==> src/rtl/tinker_rst_pkg.sv <==
// rtl/tinker_rst_pkg.sv - shared types and LED bit map for the reset sequencer
package tinker_rst_pkg;

  typedef enum logic [2:0] {
    WAIT_NPOR = 3'd0,
    HOLD      = 3'd1,
    WAIT_CAL  = 3'd2,
    RUN       = 3'd3,
    FAULT     = 3'd4
  } state_t;

  localparam int LED_STATE_LSB = 0;
  localparam int LED_HB        = 3;
  localparam int LED_FAULT     = 4;
  localparam int LED_CAL_LSB   = 5;

endpackage

==> src/rtl/tinker_sync_bit.sv <==
// rtl/tinker_sync_bit.sv - two-flop synchroniser with async active-low clear
module tinker_sync_bit #(
  parameter logic RESET_VAL = 1'b0
) (
  input  logic clk,
  input  logic resetn,
  input  logic d,
  output logic q
);

  logic meta;

  always_ff @(posedge clk or negedge resetn) begin
    if (!resetn) begin
      meta <= RESET_VAL;
      q    <= RESET_VAL;
    end else begin
      meta <= d;
      q    <= meta;
    end
  end

endmodule

==> src/rtl/tinker_reset_sequencer.sv <==
// rtl/tinker_reset_sequencer.sv - board bring-up sequencer for global/kernel reset and status LEDs
module tinker_reset_sequencer
  import tinker_rst_pkg::*;
#(
  parameter int N_MEM       = 4,
  parameter int HOLD_CYCLES = 1024,
  parameter int CAL_TIMEOUT = 50000000,
  parameter int HEARTBEAT   = 25000000
) (
  input  logic             config_clk_clk,
  input  logic             resetn,
  input  logic             npor,
  input  logic             pll_locked,
  input  logic [N_MEM-1:0] cal_done,
  output logic             global_reset_n,
  output logic             kernel_reset_n,
  output logic             fault,
  output logic [7:0]       leds
);

  localparam int MAX_AB = (HOLD_CYCLES > CAL_TIMEOUT) ? HOLD_CYCLES : CAL_TIMEOUT;
  localparam int MAX_P  = (MAX_AB > HEARTBEAT) ? MAX_AB : HEARTBEAT;
  localparam int CW     = (MAX_P > 1) ? $clog2(MAX_P) : 1;

  localparam logic [CW-1:0] CNT_MAX   = '1;
  localparam logic [CW-1:0] HOLD_LAST = CW'(HOLD_CYCLES - 1);
  localparam logic [CW-1:0] CAL_LAST  = CW'(CAL_TIMEOUT - 1);
  localparam logic [CW-1:0] HB_LAST   = CW'(HEARTBEAT - 1);

  logic             npor_s;
  logic             pll_locked_s;
  logic [N_MEM-1:0] cal_done_s;
  logic [2:0]       cal_led;

  tinker_sync_bit u_sync_npor (
    .clk    (config_clk_clk),
    .resetn (resetn),
    .d      (npor),
    .q      (npor_s)
  );

  tinker_sync_bit u_sync_lock (
    .clk    (config_clk_clk),
    .resetn (resetn),
    .d      (pll_locked),
    .q      (pll_locked_s)
  );

  for (genvar i = 0; i < N_MEM; i++) begin : g_cal_sync
    tinker_sync_bit u_sync_cal (
      .clk    (config_clk_clk),
      .resetn (resetn),
      .d      (cal_done[i]),
      .q      (cal_done_s[i])
    );
  end

  for (genvar i = 0; i < 3; i++) begin : g_cal_led
    if (i < N_MEM) begin : g_used
      assign cal_led[i] = cal_done_s[i];
    end else begin : g_pad
      assign cal_led[i] = 1'b0;
    end
  end

  logic ok;
  logic all_cal;
  assign ok      = npor_s & pll_locked_s;
  assign all_cal = &cal_done_s;

  state_t        state;
  state_t        nxt;
  logic [CW-1:0] cnt;
  logic [CW-1:0] hb_cnt;
  logic          hb_q;
  logic [2:0]    led_cal_q;

  // Losing npor or lock wins over every other transition.
  always_comb begin
    nxt = state;
    if (!ok) begin
      nxt = WAIT_NPOR;
    end else begin
      case (state)
        WAIT_NPOR: nxt = HOLD;
        HOLD:      if (cnt == HOLD_LAST) nxt = WAIT_CAL;
        WAIT_CAL: begin
          if (all_cal)              nxt = RUN;
          else if (cnt == CAL_LAST) nxt = FAULT;
        end
        RUN:       if (!all_cal) nxt = WAIT_CAL;
        FAULT:     nxt = FAULT;
        default:   nxt = WAIT_NPOR;
      endcase
    end
  end

  // Outputs decode the next state so they change in step with the state register.
  always_ff @(posedge config_clk_clk or negedge resetn) begin
    if (!resetn) begin
      state          <= WAIT_NPOR;
      cnt            <= '0;
      hb_cnt         <= '0;
      hb_q           <= 1'b0;
      fault          <= 1'b0;
      global_reset_n <= 1'b0;
      kernel_reset_n <= 1'b0;
      led_cal_q      <= '0;
    end else begin
      state <= nxt;

      if (nxt != state)       cnt <= '0;
      else if (cnt != CNT_MAX) cnt <= cnt + 1'b1;

      global_reset_n <= (nxt == WAIT_CAL) || (nxt == RUN) || (nxt == FAULT);
      kernel_reset_n <= (nxt == RUN);

      if (nxt == FAULT)                       fault <= 1'b1;
      else if (nxt == HOLD && state != HOLD)  fault <= 1'b0;

      if (nxt != RUN || state != RUN) begin
        hb_cnt <= '0;
        hb_q   <= 1'b0;
      end else if (hb_cnt == HB_LAST) begin
        hb_cnt <= '0;
        hb_q   <= ~hb_q;
      end else begin
        hb_cnt <= hb_cnt + 1'b1;
      end

      led_cal_q <= cal_led;
    end
  end

  always_comb begin
    leds                        = '0;
    leds[LED_STATE_LSB +: 3]    = state;
    leds[LED_HB]                = hb_q;
    leds[LED_FAULT]             = fault;
    leds[LED_CAL_LSB +: 3]      = led_cal_q;
  end

endmodule
==> config.mk <==
export PLATFORM = sky130hd
export DESIGN_NAME = tinker_reset_sequencer
export DESIGN_NICKNAME = d
export VERILOG_FILES = /design/src/rtl/tinker_rst_pkg.sv /design/src/rtl/tinker_sync_bit.sv /design/src/rtl/tinker_reset_sequencer.sv
export SDC_FILE = /design/constraint.sdc
export NUM_CORES = 1
export LEC_CHECK = 0
export ABC_CLOCK_PERIOD_IN_PS = 2100
export CAP_MARGIN = 40
export CORE_MARGIN = 2
export CORE_UTILIZATION = 45
export CTS_CLUSTER_SIZE = 30
export DETAILED_ROUTE_END_ITERATION = 8
export PLACE_DENSITY = 0.76
export SKIP_CTS_REPAIR_TIMING = 1
export SYNTH_ARGS = -nofsm -noshare
export SYNTH_HDL_FRONTEND = slang
export SYNTH_SLANG_ARGS = --single-unit
==> constraint.sdc <==
create_clock -name config_clk_clk -period 2.1 [get_ports config_clk_clk]
set_clock_uncertainty 0.1 [all_clocks]
set_input_delay 0.42 -clock config_clk_clk [delete_from_list [all_inputs] [get_ports config_clk_clk]]
set_output_delay 0.42 -clock config_clk_clk [all_outputs]
set_load 0.01 [all_outputs]
==> results.json <==
{
  "crit_chain": "nand4_1 > buf_4 > nor4_4 > nand3_2 > a31oi_4 > buf_12 > nor3_1",
  "power_switching_uw": 638,
  "cts.clk_slew.worst_paths_ps": 70,
  "diodes": 0,
  "clockPowerShare_pct": 37.9,
  "worstHoldStart": "g_cal_sync[2].u_sync_cal.meta$_DFF_PN0_",
  "ys_seq_area_share_pct": 50.2,
  "crit_path_max_fanout": 16,
  "cp-start-kind": "register",
  "coreArea_um2": 8090,
  "synth_area_leaders": "dfrtp_1 50%, xor2_1 5.7%, xnor2_1 5.0%",
  "worstHoldPathCells": 0,
  "cts.sinks": 74,
  "grt.total_usage_pct": 20.1,
  "slew_headroom_pct": 70.4,
  "die_height_um": 94.5,
  "drv_slew": 0,
  "start_util_pct": 45.5,
  "htreeDepth": 3,
  "vias": 3062,
  "final_common_cell": "dfrtp_1",
  "grt_max_degree": 42,
  "synthSimpleGateAreaFrac_pct": 26.7,
  "grt_overflow_total": 0,
  "synth_compound_area_share_pct": 7.64,
  "holdCritPathClass": "register to register",
  "syn-cell-area_um2": 3690,
  "synthArstFlopShare_pct": 100,
  "synth_top_area_share_pct": 50.2,
  "cp_slowest_stage_delay_ps": 460,
  "cts_tree": "built",
  "dpl_cell_area_um2": 4250,
  "hpwl_mm": 5.70,
  "outcome": "finished clean",
  "synthFlopType": "dfrtp_1",
  "power_density_nw_per_um2": 581,
  "die_w_um": 94.5,
  "grt_pass1_wl_mm": 14.2,
  "layout.nets": 429,
  "max_freq_ghz": 0.482,
  "whs_endpoint": "g_cal_sync[2].u_sync_cal.q$_DFF_PN0_",
  "crit_path_end_kind": "register",
  "numPortBuffers": 18,
  "grt_pass1_vias": 2984,
  "stdcell_count": 528,
  "utilization_pct": 56.5,
  "finalSetupTns_ps": 0,
  "yosysTopAreaCell": "dfrtp_1",
  "reg2reg_slack_ps": 20,
  "root_buffer": "clkbuf_8",
  "critPathBufInv": 2,
  "ys_ff_latch": 74,
  "setup_viol": 0,
  "internal_power_mw": 2.02,
  "ant_nets": 0,
  "crit_family": "simple AND/OR/NAND/NOR gates",
  "rsz0062_at_grt": "yes",
  "r2r_cells": 7,
  "required_ps": 2240,
  "total_power_mw": 2.66,
  "avgSynthCellArea_um2": 10.2,
  "yosysWarnings": 0,
  "power_frac_comb_pct": 6.7,
  "fin_crit_sh_pct": 98.8,
  "cts.path.max_buffers": 2,
  "synth_top_family_by_area": "simple AND/OR/NAND/NOR gates",
  "cp.arrival_ps": 2210,
  "cts_buffers": 9,
  "vias_per_cell": 5.80,
  "die_area_um2": 8930,
  "layout-drive-gt1-share_pct": 20.8,
  "synth_mux_area_share_pct": 0.272,
  "p_leak_nw": 1.85,
  "drt_pass1_iterations": 4,
  "wirelength_mm": 8.37,
  "synth_fa_ha_area_share_pct": 0.679,
  "cpMaxStageDelayCell": "dfrtp_1",
  "whs_ps": 248,
  "gp_routability_congestion": 0.920,
  "maxCapViolCount": 0,
  "synthXorXnorAreaFrac_pct": 10.7,
  "layout_common_cells": "74 x dfrtp_1, 44 x buf_4, 37 x nor2_1",
  "drc": 0,
  "wire_per_inst_um": 15.9,
  "rows": 33,
  "final-hold-violation-count": 0,
  "antenna_found_initial": 0,
  "sw_frac_of_total_pct": 24.0,
  "layout_setup_ws_ps": 24.2,
  "final_cell_area_um2": 4570,
  "syn_to_final_growth_pct": 24.1,
  "vdd_drop_max_mv": 0.389,
  "timing.rr.end": "cnt[12]$_DFFE_PN0P_",
  "drt_iter0_drc": 243,
  "place_inst": 509,
  "ys_types": 43,
  "tightest_slew_ps": 444,
  "netlist_instances": 360,
  "p_seq_share_pct": 55.4,
  "post-route-min-period_ps": 2080,
  "clkLatencyLatePin_ps": 350,
  "io_pins": 19,
  "path_class": "register to register",
  "r2r_start": "cnt[14]$_DFFE_PN0P_",
  "place_ws_ps": -80.9,
  "synth_edf_count": 0,
  "syn_nets": 370
}
[sequential cells by signal, indices dropped and copies added (netlist names)]
signal and flops:
cnt 26, fault 1, g_cal_sync.u_sync_cal.meta 4, g_cal_sync.u_sync_cal.q 4, global_reset_n 1, hb_cnt 26
hb_q 1, kernel_reset_n 1, led_cal_q 3, state 3, u_sync_lock.meta 1, u_sync_lock.q 1
u_sync_npor.meta 1, u_sync_npor.q 1
[cell type report]
class                   count  area, um2
multi-input cells         261       1800
clock inverters             4       27.5
fillers                   692       3520
clock buffers              11        151
well taps                 105        131
flip-flops and latches     74       1850
repair buffers             66        582
inverters                   7       26.3
[routing by layer]
layer,wire length (um),global-route usage [%],part of all wire (%)
met3,378,5.59,4.5
met2,4070,30.8,49
met5,0,0,0
met4,175,6.52,2.1
met1,3750,27.8,45
[power groups by stage]
stage	Combinational, mW	Sequential [mW]	Clock [mW]
final	0.179	1.47	1.01
after global routing	0.201	1.47	1.09
after CTS	0.174	1.47	1.03
after detailed placement	0.174	1.50	0
after global placement	0.165	1.50	0
after floorplan	0.0714	1.50	0
[worst max path at each step]
| stage | startpoint | endpoint | slack [ps] | depth (start not counted) |
|---|---|---|---|---|
| floorplan | hb_cnt[0]$_DFF_PN0_ | hb_cnt[17]$_DFF_PN0_ | 10 | 8 |
| global placement | cnt[0]$_DFFE_PN0P_ | cnt[24]$_DFFE_PN0P_ | -6 | 7 |
| detailed placement | cnt[0]$_DFFE_PN0P_ | cnt[10]$_DFFE_PN0P_ | -80 | 7 |
| CTS | cnt[0]$_DFFE_PN0P_ | cnt[24]$_DFFE_PN0P_ | -90 | 7 |
| global route | cnt[0]$_DFFE_PN0P_ | cnt[12]$_DFFE_PN0P_ | -90 | 8 |
| finish | cnt[14]$_DFFE_PN0P_ | cnt[12]$_DFFE_PN0P_ | 20 | 7 |
[logic make-up after synthesis]
| family | after synthesis |
|---|---|
| adder cells (fa/ha/maj) | 2 |
| XOR/XNOR | 45 |
| flip-flops | 74 |
| multiplexers | 1 |
| buffers and inverters | 25 |
| AND/OR/NAND/NOR | 177 |
| AO/OA/AOI/OAI | 36 |
[synthesized netlist by cell type, types with 4 or more instances]
library cell	n
a31oi_1	9
buf_6	4
inv_1	7
and4_1	9
and2_1	6
nor2_1	37
nand2_1	22
buf_2	7
nand4_1	21
xnor2_1	21
nor4_1	13
xor2_1	24
a2111oi_0	4
a211oi_1	5
a311oi_1	5
nor3_1	26
clkbuf_1	5
nand3_1	16
and3_1	7
dfrtp_1	74
(Power assumes the default switching activity.)
